$ cat src/rtl/stream_packet_arbiter.sv
// stream_packet_arbiter: N-input packet-atomic round-robin arbiter feeding
// a single registered output stream; stray non-SoP beats are flushed.
//
// Parameters: N requesters (2..8), W beat width.
// Ports:
//   ipClk, ipReset        clock, async active-high reset
//   ipSoP/ipEoP/ipValid   per-input packet flags and valid [N]
//   ipData                per-input beats, input i at [i*W +: W]
//   opReady               per-input ready [N]
//   opSoP/opEoP/opData    registered output beat
//   opValid, ipReady      output handshake
//   opGrant               one-hot grant, 0 when idle
//   opDropped, opError    one-cycle pulses (flushed beat, SoP mid-packet)
// Build option: STREAM_PACKET_ARBITER_PRIORITY_EN gives input 0 strict
// priority in IDLE and leaves the round-robin pointer untouched after it.

module stream_packet_arbiter #(
  parameter int N = 4,
  parameter int W = 32
) (
  input  logic           ipClk,
  input  logic           ipReset,
  input  logic [N-1:0]   ipSoP,
  input  logic [N-1:0]   ipEoP,
  input  logic [N*W-1:0] ipData,
  input  logic [N-1:0]   ipValid,
  output logic [N-1:0]   opReady,
  output logic           opSoP,
  output logic           opEoP,
  output logic [W-1:0]   opData,
  output logic           opValid,
  input  logic           ipReady,
  output logic [N-1:0]   opGrant,
  output logic           opDropped,
  output logic           opError
);

  localparam int PW = $clog2(N);
  localparam logic [PW-1:0] LAST = PW'(N - 1);

  typedef enum logic {
    S_IDLE   = 1'b0,
    S_LOCKED = 1'b1
  } state_t;

  state_t r_state;
  state_t w_next;

  logic [PW-1:0] r_ptr;
  logic [PW-1:0] r_gidx;
  logic [N-1:0]  r_grant;
  logic          r_first;
  logic          r_sop;
  logic          r_eop;
  logic [W-1:0]  r_data;
  logic          r_valid;
  logic          r_dropped;
  logic          r_error;

  logic [N-1:0]  w_elig;
  logic [N-1:0]  w_stray;
  logic          w_win;
  logic [PW-1:0] w_win_idx;
  logic [PW-1:0] w_k;
  logic          w_flush;
  logic [PW-1:0] w_flush_idx;
  logic          w_rdy_g;
  logic          w_acc;
  logic          w_gsop;
  logic          w_geop;
  logic [W-1:0]  w_gdata;
  logic [PW-1:0] w_ptr_nxt;

  function automatic int wrap(input int k);
    return (k >= N) ? k - N : k;
  endfunction

  // Winner search from r_ptr, plus lowest-index stray beat to flush.
  always_comb begin : arb
    w_elig      = ipValid & ipSoP;
    w_stray     = ipValid & ~ipSoP;
    w_win       = 1'b0;
    w_win_idx   = '0;
    w_k         = '0;
    for (int j = 0; j < N; j++) begin
      w_k = PW'(wrap(int'(r_ptr) + j));
      if (!w_win && w_elig[w_k]) begin
        w_win     = 1'b1;
        w_win_idx = w_k;
      end
    end
`ifdef STREAM_PACKET_ARBITER_PRIORITY_EN
    if (w_elig[0]) begin
      w_win     = 1'b1;
      w_win_idx = '0;
    end
`endif
    w_flush     = 1'b0;
    w_flush_idx = '0;
    for (int j = N - 1; j >= 0; j--) begin
      if (w_stray[j]) begin
        w_flush     = 1'b1;
        w_flush_idx = PW'(j);
      end
    end
  end

  assign w_gsop    = ipSoP[r_gidx];
  assign w_geop    = ipEoP[r_gidx];
  assign w_gdata   = ipData[int'(r_gidx) * W +: W];
  assign w_ptr_nxt = (r_gidx == LAST) ? '0 : r_gidx + 1'b1;

  always_ff @(posedge ipClk or posedge ipReset) begin
    if (ipReset) r_state <= S_IDLE;
    else         r_state <= w_next;
  end

  // opReady is held low while reset is asserted, even for stray beats.
  always_comb begin : fsm
    w_next  = r_state;
    opReady = '0;
    w_rdy_g = 1'b0;
    w_acc   = 1'b0;
    case (r_state)
      S_IDLE: begin
        if (w_flush && !ipReset) opReady[w_flush_idx] = 1'b1;
        if (w_win) w_next = S_LOCKED;
      end
      S_LOCKED: begin
        w_rdy_g         = (~r_valid | ipReady) & ~ipReset;
        opReady[r_gidx] = w_rdy_g;
        w_acc           = ipValid[r_gidx] & w_rdy_g;
        if (w_acc && w_geop) w_next = S_IDLE;
      end
      default: w_next = S_IDLE;
    endcase
  end

  always_ff @(posedge ipClk or posedge ipReset) begin
    if (ipReset) begin
      r_ptr     <= '0;
      r_gidx    <= '0;
      r_grant   <= '0;
      r_first   <= 1'b0;
      r_sop     <= 1'b0;
      r_eop     <= 1'b0;
      r_data    <= '0;
      r_valid   <= 1'b0;
      r_dropped <= 1'b0;
      r_error   <= 1'b0;
    end else begin
      r_dropped <= (r_state == S_IDLE) & w_flush;
      r_error   <= w_acc & w_gsop & ~r_first;
      if (r_state == S_IDLE && w_win) begin
        r_grant <= {{(N-1){1'b0}}, 1'b1} << w_win_idx;
        r_gidx  <= w_win_idx;
        r_first <= 1'b1;
      end
      if (w_acc) begin
        r_first <= 1'b0;
        if (w_geop) begin
          r_grant <= '0;
`ifdef STREAM_PACKET_ARBITER_PRIORITY_EN
          if (r_gidx != '0) r_ptr <= w_ptr_nxt;
`else
          r_ptr <= w_ptr_nxt;
`endif
        end
      end
      if (w_acc) begin
        r_valid <= 1'b1;
        r_sop   <= w_gsop;
        r_eop   <= w_geop;
        r_data  <= w_gdata;
      end else if (ipReady) begin
        r_valid <= 1'b0;
      end
    end
  end

  assign opSoP     = r_sop;
  assign opEoP     = r_eop;
  assign opData    = r_data;
  assign opValid   = r_valid;
  assign opGrant   = r_grant;
  assign opDropped = r_dropped;
  assign opError   = r_error;

endmodule

$ cat config.mk
export PLATFORM = sky130hd
export DESIGN_NAME = stream_packet_arbiter
export DESIGN_NICKNAME = d
export VERILOG_FILES = /design/src/rtl/stream_packet_arbiter.sv
export SDC_FILE = /design/constraint.sdc
export NUM_CORES = 1
export LEC_CHECK = 0
export CORE_MARGIN = 2
export CORE_UTILIZATION = 30
export DETAILED_ROUTE_END_ITERATION = 8
export HOLD_SLACK_MARGIN = 0.15
export PLACE_DENSITY = 0.69
export SLEW_MARGIN = 10
export SYNTH_ARGS = -nofsm -noshare
export SYNTH_HDL_FRONTEND = slang
export SYNTH_SLANG_ARGS = --single-unit
$ cat constraint.sdc
create_clock -name ipClk -period 2.1 [get_ports ipClk]
set_input_delay 0.42 -clock ipClk [delete_from_list [all_inputs] [get_ports ipClk]]
set_output_delay 0.42 -clock ipClk [all_outputs]
set_load 0.05 [all_outputs]
==> results of run 1 <==
-- metal layers --
layer	routed length, µm	up-vias	GRT usage
met5	0	-	0
met4	75	0	0.0349
met3	931	9	0.0447
met2	4630	136	0.310
met1	3530	1310	0.204
li1	-	1221	-
-- power groups by stage --
stage | Combinational (W) | Clock [W] | Sequential, W
detailed placement | 0.00466 | 0 | 0.00168
global route | 0.00486 | 0.000754 | 0.00173
floorplan | 0.00172 | 0 | 0.00295
finish | 0.00461 | 0.000689 | 0.00166
global placement | 0.00461 | 0 | 0.00165
CTS | 0.00468 | 0.000716 | 0.00166
-- repair_timing --
action                                  4_1_cts  5_1_grt
endpoints found under the setup margin        4        4
gates resized for setup                      22        4
setup buffers                                 1        0
hold endpoints to repair                      0        0
pin swaps                                     4        2
-- through the flow --
| step | TNS [ns] | worst slack (ns) |
|---|---|---|
| 2_1_floorplan | -1.17 | -0.0468 |
| 3_5_place_dp | -7.11 | -0.332 |
| 5_1_grt | -0.00480 | -0.00480 |
| 6_report | 0 | 0.0251 |
| 4_1_cts | 0 | 0.0172 |
| 3_3_place_gp | -5.76 | -0.303 |
-- cell usage in the layout (no fill, tap or decap), drive strengths merged, types with 2 or more instances in the layout --
cell	synthesis	routed
a22o	2	2
and2	2	2
inv	6	5
mux2	35	35
clkbuf	4	6
nand3	2	2
nor2	4	4
a21o	2	2
mux4	34	34
o211ai	2	2
nor3b	2	2
dfrtp	47	47
nand2b	4	4
o22ai	2	2
clkdlybuf4s50	0	174
nand2	14	14
o21ai	3	3
buf	9	31
dlygate4sd2	0	8
ha	4	4
nor2b	4	4
nand3b	4	4
a21oi	4	4
-- how the worst max path moves through the flow --
| stage | startpoint | end | slack [ns] | cells past startpoint |
|---|---|---|---|---|
| final | ipValid[1] | opReady[3] | 0.03 | 5 |
| after CTS | ipSoP[2] | opReady[3] | 0.02 | 6 |
| after global routing | ipValid[1] | opReady[2] | -0.005 | 6 |
| after detailed placement | ipValid[2] | opReady[2] | -0.33 | 6 |
| after floorplan | ipReset | opData[10] | -0.05 | 4 |
| after global placement | ipValid[2] | opReady[2] | -0.30 | 6 |
-- critical path, cell delays in order --
cell and delay (ns):
sky130_fd_sc_hd__dlygate4sd2_1 0.30, sky130_fd_sc_hd__nor2b_2 0.19, sky130_fd_sc_hd__buf_4 0.15, sky130_fd_sc_hd__o41ai_4 0.40, sky130_fd_sc_hd__buf_12 0.18
-- kinds of logic (layout without fill, tap and decap cells) --
kind of cell | Yosys count | after routing | synth area share
compound gates | 26 | 26 | 0.0681
simple gates | 41 | 41 | 0.0796
fa+ha+maj | 4 | 4 | 0.0171
flops | 47 | 47 | 0.402
mux | 69 | 69 | 0.397
buf+inv | 19 | 227 | 0.0360
-- state kept, by name, indices dropped and copies added (netlist names) --
| register | count |
|---|---|
| opSoP | 1 |
| r_state | 1 |
| opGrant | 4 |
| opError | 1 |
| r_gidx | 2 |
| opEoP | 1 |
| opValid | 1 |
| opData | 32 |
| r_first | 1 |
| opDropped | 1 |
| r_ptr | 2 |
-- cell type report --
cell class	count	area share
clock buffers	6	0.0155
well taps	133	0.0313
repair buffers	213	0.398
clock inverters	2	0.00659
inverters	6	0.00494
multi-input cells	140	0.321
flip-flops and latches	47	0.222
==> insert_results.sql, run 1 <==
INSERT INTO impl_metrics (metric_group, metric, value, unit) VALUES
('logic_synthesis', 'syn-instance-count', '206', ''),
('finish', 'final_cell_count_no_fill', '547', ''),
('logic_synthesis', 'post_synth_edffs', '0', ''),
('routing', 'detail_route.wl_per_cell', '16.8', 'µm'),
('clock_tree', 'cts_inserted_buffers', '5', ''),
('global_route', 'overflow', '0', ''),
('clock_tree', 'clkSlewWorstSetupHoldPaths', '0.08', 'ns'),
('logic_synthesis', 'post_synth_main_area_contributors', 'sky130_fd_sc_hd__dfrtp_1 (40%), sky130_fd_sc_hd__mux4_2 (26%), sky130_fd_sc_hd__mux2_1 (10%), sky130_fd_sc_hd__mux2_2 (3.5%), sky130_fd_sc_hd__nand2_1 (1.8%)', ''),
('power_and_ir_drop', 'sw_ratio', '0.451', ''),
('placement', 'gpl.final_weighted_congestion', '0.836', ''),
('logic_synthesis', 'synth.cell_area', '0.00292', 'mm²'),
('die', 'die-area', '0.0105', 'mm²'),
('die', 'num_ports', '188', ''),
('min_path', 'hold_class', 'flop to flop', ''),
('die', 'std_cell_rows', '36', ''),
('critical_path', 'setup.worst_path.end_class', 'output port', ''),
('sta', 'worst-slew-pin-transition', '0.606', 'ns'),
('logic_synthesis', 'synth_top_cell_by_area', 'sky130_fd_sc_hd__dfrtp_1', ''),
('power_and_ir_drop', 'part_of_the_power_in_the_clock_network', '0.099', ''),
('logic_synthesis', 'synth.most_common_cell', 'sky130_fd_sc_hd__dfrtp_1', ''),
('finish', 'multi_input_comb_area', '0.00171', 'mm²'),
('logic_synthesis', 'synth_cell_type_count', '40', ''),
('min_path', 'min_delay_path_depth', '1', ''),
('die', 'floorplan.die.width', '103', 'µm'),
('placement', 'placed_cell_count', '538', ''),
('min_path', 'end_point_of_the_worst_hold_path', 'opError', ''),
('finish', 'postLayoutCellArea', '0.00532', 'mm²'),
('min_path', 'hold_path.startpoint', 'r_first', ''),
('critical_path', 'timing.rr.end', 'opData[2]', ''),
('run_status', 'outcome', 'finished, final reports clean', ''),
('critical_path', 'worst-endpoint-arrival', '1.65', 'ns'),
('logic_synthesis', 'synthFlopType', 'sky130_fd_sc_hd__dfrtp_1', ''),
('sta', 'max_freq', '482', 'MHz'),
('global_route', 'grt_max_degree', '48', ''),
('critical_path', 'timing.critical_path.required', '1.68', 'ns'),
('critical_path', 'critical_path.reg2reg.startpoint', 'r_gidx[0]', ''),
('global_route', 'number_of_antenna_violations_at_the_first_check_in_global_routing', '0', ''),
('sta', 'timing.final.crit_share', '0.988', ''),
('logic_synthesis', 'synth.top_cells.by_count', 'sky130_fd_sc_hd__dfrtp_1 (47), sky130_fd_sc_hd__mux4_2 (34), sky130_fd_sc_hd__mux2_1 (26)', ''),
('finish', 'final_nets', '560', ''),
('power_and_ir_drop', 'power.static_leakage', '2.11', 'nW'),
('logic_synthesis', 'synth_async_sr_flop_share', '1.00', ''),
('power_and_ir_drop', 'power_density', '1310', 'mW/mm²'),
('finish', 'fillers', '839', ''),
('logic_synthesis', 'synthesized_area_per_cell', '14.2', 'µm²'),
('logic_synthesis', 'synthDominantCellAreaShare', '0.402', ''),
('placement', 'detailed_place.area', '0.00516', 'mm²'),
('sta', 'max-slew-margin-rel', '0.596', ''),
('routing', 'via_per_inst', '4.89', ''),
('logic_synthesis', 'post_synthesis_sequential_area_ratio', '0.402', ''),
('sta', 'fin_worst_skew', '0.00760', 'ns'),
('global_route', 'grt.total_usage', '0.171', ''),
('clock_tree', 'holdBufCountCts', '0', ''),
('clock_tree', 'max-clock-path-buffers', '2', ''),
('sta', 'hold_slack', '0.435', 'ns'),
('finish', 'share_of_cells_above_drive_strength_1', '0.249', ''),
('sta', 'post-route-min-period', '2.07', 'ns'),
('flow_run', 'max_cap_viol_count', '0', ''),
('clock_tree', 'clock_tree.htree_level_count', '2', ''),
('finish', 'syn_to_final_growth', '82.0', '%'),
('power_and_ir_drop', 'pwr-share-seq', '0.238', ''),
('clock_tree', 'clock-sinks', '47', ''),
('routing', 'antenna_violating_nets_post_route', '0', ''),
('global_route', 'grt_pass1_vias', '2808', ''),
('sta', 'setup_viol_count_final', '0', ''),
('placement', 'hpwlAfterDp', '7.39', 'mm'),
('placement', 'port_buffers', '187', ''),
('die', 'die-height', '103', 'µm'),
('sta', 'hold_violations', '0', ''),
('finish', 'ff_latch_area', '0.00118', 'mm²'),
('critical_path', 'ff2ff_setup_slack', '0.20', 'ns');
Note: power is estimated with default switching activity, not from simulation.
==> run 2, diff against run 1 <==
--- a/config.mk
+++ b/config.mk
@@ -7,9 +7,11 @@
 export LEC_CHECK = 0
 export CORE_MARGIN = 2
 export CORE_UTILIZATION = 30
+export CTS_CLUSTER_DIAMETER = 100
 export DETAILED_ROUTE_END_ITERATION = 8
 export HOLD_SLACK_MARGIN = 0.15
 export PLACE_DENSITY = 0.69
+export RECOVER_POWER = 25
 export SLEW_MARGIN = 10
 export SYNTH_ARGS = -nofsm -noshare
 export SYNTH_HDL_FRONTEND = slang
==> constraint.sdc (replaced) <==
create_clock -name ipClk -period 2.3 [get_ports ipClk]
set_input_delay 0.46 -clock ipClk [delete_from_list [all_inputs] [get_ports ipClk]]
set_output_delay 0.46 -clock ipClk [all_outputs]
set_load 0.05 [all_outputs]
==> insert_results.sql, run 2 (synthesis gave the netlist of run 1 again) <==
INSERT INTO impl_metrics (metric_group, metric, value, unit) VALUES
('routing', 'm1WireLength', '3.52', 'mm'),
('clock_tree', 'clock_tree.htree_level_count', '2', ''),
('global_route', 'grt.total_usage', '0.167', ''),
('sta', 'max-slew-margin-rel', '0.585', ''),
('die', 'num_ports', '188', ''),
('routing', 'dr_total_vias', '2674', ''),
('sta', 'grt_setup_unrepaired', 'yes', ''),
('global_route', 'overflow', '0', ''),
('finish', 'antenna_cells_inserted', '0', ''),
('finish', 'fillers', '853', ''),
('critical_path', 'crit_path_cell_trace', 'clkdlybuf4s50_1, nor2_2, nand2_2, o41ai_4, buf_4, buf_12', ''),
('sta', 'max_freq', '441', 'MHz'),
('critical_path', 'timing.rr.end', 'opData[26]', ''),
('finish', 'final_cell_count_no_fill', '541', ''),
('routing', 'via_per_inst', '4.94', ''),
('sta', 'pins_over_their_slew_limit', '0', ''),
('routing', 'detail_route.wl_per_cell', '16.7', 'µm'),
('clock_tree', 'clkSlewWorstSetupHoldPaths', '0.09', 'ns'),
('run_status', 'outcome', 'finished, final reports clean', ''),
('critical_path', 'crit_path_start_kind', 'input port', ''),
('sta', 'hold_slack', '0.449', 'ns'),
('routing', 'topRoutingLayerUsed', 'met4', ''),
('clock_tree', 'max-clock-path-buffers', '2', ''),
('critical_path', 'critical_path_buf_inv_count', '3', ''),
('critical_path', 'ff2ff_setup_slack', '0.36', 'ns'),
('routing', 'antenna_violating_nets_post_route', '0', ''),
('clock_tree', 'cts_tree', 'done', ''),
('critical_path', 'timing_worst_setup_path_type', 'input port to output port', ''),
('routing', 'drt-total-wl', '9.03', 'mm'),
('placement', 'hpwlAfterDp', '7.28', 'mm'),
('routing', 'dr_wl_met3', '963', 'µm'),
('die', 'core_region_area', '0.00959', 'mm²'),
('flow_run', 'max_cap_viol_count', '0', ''),
('finish', 'syn_to_final_growth', '79.8', '%'),
('placement', 'gpl.final_weighted_congestion', '0.929', ''),
('power_and_ir_drop', 'ir_drop', '683', 'µV'),
('critical_path', 'worst-endpoint-arrival', '1.81', 'ns'),
('finish', 'share_of_cells_above_drive_strength_1', '0.221', ''),
('finish', 'largest_register_ff_count', '32', ''),
('critical_path', 'timing.critical_path.required', '1.84', 'ns'),
('sta', 'worst-slew-pin-transition', '0.622', 'ns'),
('sta', 'hold_violations', '0', ''),
('critical_path', 'timing.critical_path.fanout_max', '3', ''),
('global_route', 'number_of_antenna_violations_at_the_first_check_in_global_routing', '0', ''),
('critical_path', 'critical_path.reg2reg.startpoint', 'r_gidx[0]', ''),
('clock_tree', 'cts_inserted_buffers', '5', ''),
('clock_tree', 'clock-root-buffer', 'sky130_fd_sc_hd__clkbuf_8', ''),
('power_and_ir_drop', 'totalPowerFinal', '0.00618', 'W'),
('min_path', 'hold_path.startpoint', 'r_first', ''),
('finish', 'layout_commonest_cell', 'sky130_fd_sc_hd__clkdlybuf4s50_1', ''),
('min_path', 'min_delay_path_depth', '1', ''),
('sta', 'setup_viol_count_final', '0', ''),
('min_path', 'hold_class', 'flop to flop', ''),
('power_and_ir_drop', 'power_density', '1180', 'mW/mm²'),
('clock_tree', 'clk-insertion-delay-late', '0.29', 'ns'),
('critical_path', 'worstRegToRegCells', '4', ''),
('sta', 'setup_tns', '0', 'ns'),
('power_and_ir_drop', 'power.static_leakage', '2.07', 'nW'),
('finish', 'final_nets', '554', ''),
('placement', 'port_buffers', '187', ''),
('sta', 'final_critical_path_setup_slack', '0.0300', 'ns'),
('sta', 'timing.final.crit_share', '0.987', ''),
('global_route', 'grt_first_pass_wirelength', '13.8', 'mm'),
('die', 'std_cell_rows', '36', ''),
('critical_path', 'setup.worst_path.end_class', 'output port', ''),
('die', 'die-area', '0.0105', 'mm²'),
('global_route', 'grt_max_degree', '48', ''),
('critical_path', 'timing.critical_path.max_delay_family', 'buffers and inverters', ''),
('finish', 'layout.cells.most_common_list', 'sky130_fd_sc_hd__clkdlybuf4s50_1 (176), sky130_fd_sc_hd__dfrtp_1 (45), sky130_fd_sc_hd__mux4_2 (34)', ''),
('clock_tree', 'clock-sinks', '47', ''),
('sta', 'post-route-min-period', '2.27', 'ns'),
('die', 'floorplan.initialDensity', '0.305', ''),
('global_route', 'grt_pass1_vias', '2801', ''),
('routing', 'detailedRoute.firstPassIterationCount', '4', ''),
('routing', 'dr_wl_met2', '4.46', 'mm'),
('min_path', 'end_point_of_the_worst_hold_path', 'opError', ''),
('die', 'floorplan.die.width', '103', 'µm'),
('placement', 'placed_cell_count', '532', ''),
('critical_path', 'critical_path.slowest_cell', 'sky130_fd_sc_hd__clkdlybuf4s50_1', ''),
('sta', 'fin_worst_skew', '0.00410', 'ns'),
('routing', 'drt_iter0_drcs', '60', ''),
('die', 'die-height', '103', 'µm'),
('placement', 'pre_cts_ws', '-0.331', 'ns'),
('critical_path', 'critical_path_s_largest_stage_delay', '0.46', 'ns'),
('routing', 'route.detailed.drc', '0', '');
==> run 2: changes by cell type in the layout (fill, tap and decap cells not counted), sizes merged <==
cell	delta
dlymetal6s2s	+2
clkdlybuf4s50	+2
buf	-7
dlygate4sd2	-3
bufinv	-1
clkbuf	+1
==> run 2: worst register-to-register path, delay by kind of cell, from the launching register on <==
| kind | cells | cell delay (ns) |
|---|---|---|
| AND/OR/NAND/NOR | 1 | 0.15 |
| buffers and inverters | 1 | 0.17 |
| flip-flops | 1 | 0.55 |
| multiplexers | 2 | 0.95 |
==> run 2: how the worst max path moves through the flow <==
stage / startpoint / endpoint / slack, ns / depth (start not counted)
after CTS: ipValid[2] / opReady[3] / 0.002 / 7
after floorplan: ipValid[1] / opReady[3] / -0.11 / 3
final: ipReset / opReady[3] / 0.03 / 6
after detailed placement: ipValid[2] / opReady[3] / -0.33 / 7
after global routing: ipReset / opReady[3] / -0.04 / 6
after global placement: ipValid[2] / opReady[3] / -0.23 / 7
==> run 2: what timing repair did <==
| action | in CTS | in global routing |
|---|---|---|
| pin swaps | 1 | 1 |
| hold endpoints to repair | 0 | 0 |
| setup endpoints to repair | 2 | 2 |
| setup buffers | 1 | 0 |
| hold buffers | 0 | 0 |
| gates resized for setup | 10 | 9 |
==> run 2: final cells by class <==
type	count	area, µm²	share of cell area
multi-input combinational	140	1700	0.324
clock buffer	7	86.3	0.0164
timing repair buffer	207	2090	0.397
inverter	6	26.3	0.00500
clock inverter	1	8.76	0.00167
sequential	47	1180	0.224
tap	133	166	0.0317
==> run 2: layer usage <==
layer  GRT usage  vias to the layer above
met5           0                        -
met4      0.0318                        0
met3      0.0502                        8
met2       0.301                      135
met1       0.198                     1319
li1            -                     1212
==> run 2: per-stage QoR <==
stage               area, µm²  utilization
CTS                      5210        0.543
finish                   5250        0.548
global route             5250        0.548
global placement         5100        0.532
floorplan                2930            -
detailed placement       5100        0.532
==> run 2: power by group <==
part           total, W  internal (W)  switching [W]  leakage (nW)
logic           0.00415       0.00187        0.00229          1.46
clock network  0.000524      0.000247       0.000277        0.0484
registers       0.00150       0.00123       0.000267         0.562
total           0.00618       0.00335        0.00283          2.07
==> run 3, diff against run 2 <==
--- a/config.mk
+++ b/config.mk
@@ -12,7 +12,9 @@
 export HOLD_SLACK_MARGIN = 0.15
 export PLACE_DENSITY = 0.69
 export RECOVER_POWER = 25
+export SKIP_CTS_REPAIR_TIMING = 1
 export SLEW_MARGIN = 10
 export SYNTH_ARGS = -nofsm -noshare
 export SYNTH_HDL_FRONTEND = slang
 export SYNTH_SLANG_ARGS = --single-unit
+export TNS_END_PERCENT = 10
==> insert_results.sql, run 3 (synthesis gave the netlist of run 1 again) <==
INSERT INTO impl_metrics (metric_group, metric, value, unit) VALUES
('sta', 'max_freq', '442', 'MHz'),
('global_route', 'grt.total_usage', '0.167', ''),
('global_route', 'grt_max_degree', '48', ''),
('global_route', 'grt_first_pass_wirelength', '13.8', 'mm'),
('routing', 'antenna_violating_nets_post_route', '0', ''),
('placement', 'placed_cell_count', '532', ''),
('critical_path', 'crit_path_frequent_cell', 'sky130_fd_sc_hd__buf_4', ''),
('sta', 'post-route-min-period', '2.26', 'ns'),
('critical_path', 'critical_path.slowest_cell', 'sky130_fd_sc_hd__clkdlybuf4s50_1', ''),
('placement', 'port_buffers', '187', ''),
('routing', 'dr_total_vias', '2638', ''),
('critical_path', 'critical_path_buf_inv_count', '4', ''),
('finish', 'share_of_cells_above_drive_strength_1', '0.211', ''),
('die', 'core_region_area', '0.00959', 'mm²'),
('critical_path', 'worst-endpoint-arrival', '1.80', 'ns'),
('routing', 'via_per_inst', '4.89', ''),
('die', 'die-area', '0.0105', 'mm²'),
('clock_tree', 'clock-root-buffer', 'sky130_fd_sc_hd__clkbuf_8', ''),
('clock_tree', 'max-clock-path-buffers', '2', ''),
('clock_tree', 'clock-sinks', '47', ''),
('sta', 'timing.final.crit_share', '0.985', ''),
('clock_tree', 'clock_tree.htree_level_count', '2', ''),
('sta', 'pins_over_their_slew_limit', '0', ''),
('finish', 'layout_commonest_cell', 'sky130_fd_sc_hd__clkdlybuf4s50_1', ''),
('finish', 'final_nets', '553', ''),
('critical_path', 'timing.critical_path.max_delay_family', 'buffers and inverters', ''),
('routing', 'detailedRoute.firstPassIterationCount', '4', ''),
('critical_path', 'critical_path_s_largest_stage_delay', '0.41', 'ns'),
('routing', 'drt-total-wl', '8.98', 'mm'),
('global_route', 'number_of_antenna_violations_at_the_first_check_in_global_routing', '0', ''),
('die', 'floorplan.die.width', '103', 'µm'),
('critical_path', 'setup.worst_path.end_class', 'output port', ''),
('sta', 'hold_violations', '0', ''),
('placement', 'gpl.final_weighted_congestion', '0.929', ''),
('global_route', 'grt_pass1_vias', '2795', ''),
('clock_tree', 'clkSlewWorstSetupHoldPaths', '0.09', 'ns'),
('die', 'std_cell_rows', '36', ''),
('die', 'floorplan.initialDensity', '0.305', ''),
('finish', 'fillers', '850', ''),
('placement', 'hpwlAfterDp', '7.28', 'mm'),
('sta', 'setup_viol_count_final', '0', ''),
('min_path', 'hold_path.startpoint', 'r_first', ''),
('critical_path', 'ff2ff_setup_slack', '0.37', 'ns'),
('critical_path', 'worstRegToRegCells', '4', ''),
('min_path', 'hold_class', 'flop to flop', ''),
('run_status', 'outcome', 'finished, final reports clean', ''),
('routing', 'drt_iter0_drcs', '57', ''),
('finish', 'syn_to_final_growth', '78.8', '%'),
('power_and_ir_drop', 'ir_drop', '683', 'µV'),
('finish', 'final_cell_count_no_fill', '540', ''),
('min_path', 'end_point_of_the_worst_hold_path', 'opError', ''),
('clock_tree', 'cts_tree', 'done', ''),
('power_and_ir_drop', 'power.static_leakage', '2.05', 'nW'),
('global_route', 'overflow', '0', ''),
('sta', 'grt_setup_unrepaired', 'yes', ''),
('sta', 'fin_worst_skew', '0.00421', 'ns'),
('routing', 'detail_route.wl_per_cell', '16.6', 'µm'),
('min_path', 'min_delay_path_depth', '1', ''),
('die', 'num_ports', '188', ''),
('critical_path', 'timing.critical_path.required', '1.84', 'ns'),
('critical_path', 'critical_path.reg2reg.startpoint', 'r_gidx[0]', ''),
('flow_run', 'max_cap_viol_count', '0', ''),
('die', 'die-height', '103', 'µm'),
('critical_path', 'timing.rr.end', 'opData[26]', ''),
('finish', 'antenna_cells_inserted', '0', ''),
('power_and_ir_drop', 'power_density', '1180', 'mW/mm²'),
('critical_path', 'crit_path_cell_trace', 'clkdlybuf4s50_1, nor2b_1, buf_4, o41ai_2, buf_4, buf_12', ''),
('routing', 'route.detailed.drc', '0', ''),
('critical_path', 'timing_worst_setup_path_type', 'input port to output port', ''),
('clock_tree', 'clk-insertion-delay-late', '0.29', 'ns'),
('finish', 'largest_register_ff_count', '32', ''),
('clock_tree', 'cts_inserted_buffers', '5', ''),
('sta', 'hold_slack', '0.449', 'ns'),
('critical_path', 'timing.critical_path.fanout_max', '4', ''),
('sta', 'max-slew-margin-rel', '0.587', ''),
('critical_path', 'crit_path_start_kind', 'input port', ''),
('finish', 'layout.cells.most_common_list', 'sky130_fd_sc_hd__clkdlybuf4s50_1 (179), sky130_fd_sc_hd__dfrtp_1 (45), sky130_fd_sc_hd__mux4_2 (34)', ''),
('sta', 'worst-slew-pin-transition', '0.619', 'ns');
[run 3: changes by cell type in the layout (fill, tap and decap cells not counted), sizes merged]
cell / previous run / this run
buf: 24 / 23
clkdlybuf4s50: 176 / 179
dlygate4sd2: 5 / 0
dlymetal6s2s: 2 / 4
[run 3: worst max path at each step]
stage / to / slack [ns] / start / depth (start not counted)
after detailed placement: opReady[3] / -0.33 / ipValid[2] / 7
final: opReady[3] / 0.04 / ipValid[1] / 6
after floorplan: opReady[3] / -0.11 / ipValid[1] / 3
after global placement: opReady[3] / -0.23 / ipValid[2] / 7
after global routing: opReady[3] / -0.08 / ipValid[3] / 6
after CTS: opReady[3] / -0.34 / ipValid[2] / 7
[run 3: through the flow]
step	instance area (µm²)	setup WS [ns]	total power, W	setup TNS, ns	utilization
6_report	5230	0.0350	0.00617	0	0.545
5_1_grt	5230	-0.0810	0.00653	-0.0810	0.545
4_1_cts	5190	-0.340	0.00626	-0.482	0.541
3_5_place_dp	5100	-0.331	0.00571	-1.19	0.532
3_3_place_gp	5100	-0.233	0.00565	-0.371	0.532
2_1_floorplan	2930	-0.108	0.00423	-0.108	-
[run 3: per-layer routing]
metal | vias to the layer above | track usage | routed length (µm)
li1 | 1204 | - | -
met1 | 1292 | 0.198 | 3460
met2 | 134 | 0.301 | 4440
met3 | 8 | 0.0502 | 990
met4 | 0 | 0.0318 | 91
met5 | - | 0 | 0
[run 3: final cells by class]
cell class	count	area (µm²)	area share
Multi-Input combinational cell	140	1670	0.320
Inverter	6	26.3	0.00503
Clock inverter	1	8.76	0.00168
Clock buffer	7	86.3	0.0165
Sequential cell	47	1180	0.226
Tap cell	133	166	0.0318
Timing Repair Buffer	206	2090	0.400
[run 3: power breakdown]
part | switching [W] | total, W | internal, W
clock network | 0.000276 | 0.000523 | 0.000247
logic | 0.00228 | 0.00415 | 0.00186
registers | 0.000264 | 0.00150 | 0.00123
total | 0.00282 | 0.00617 | 0.00334
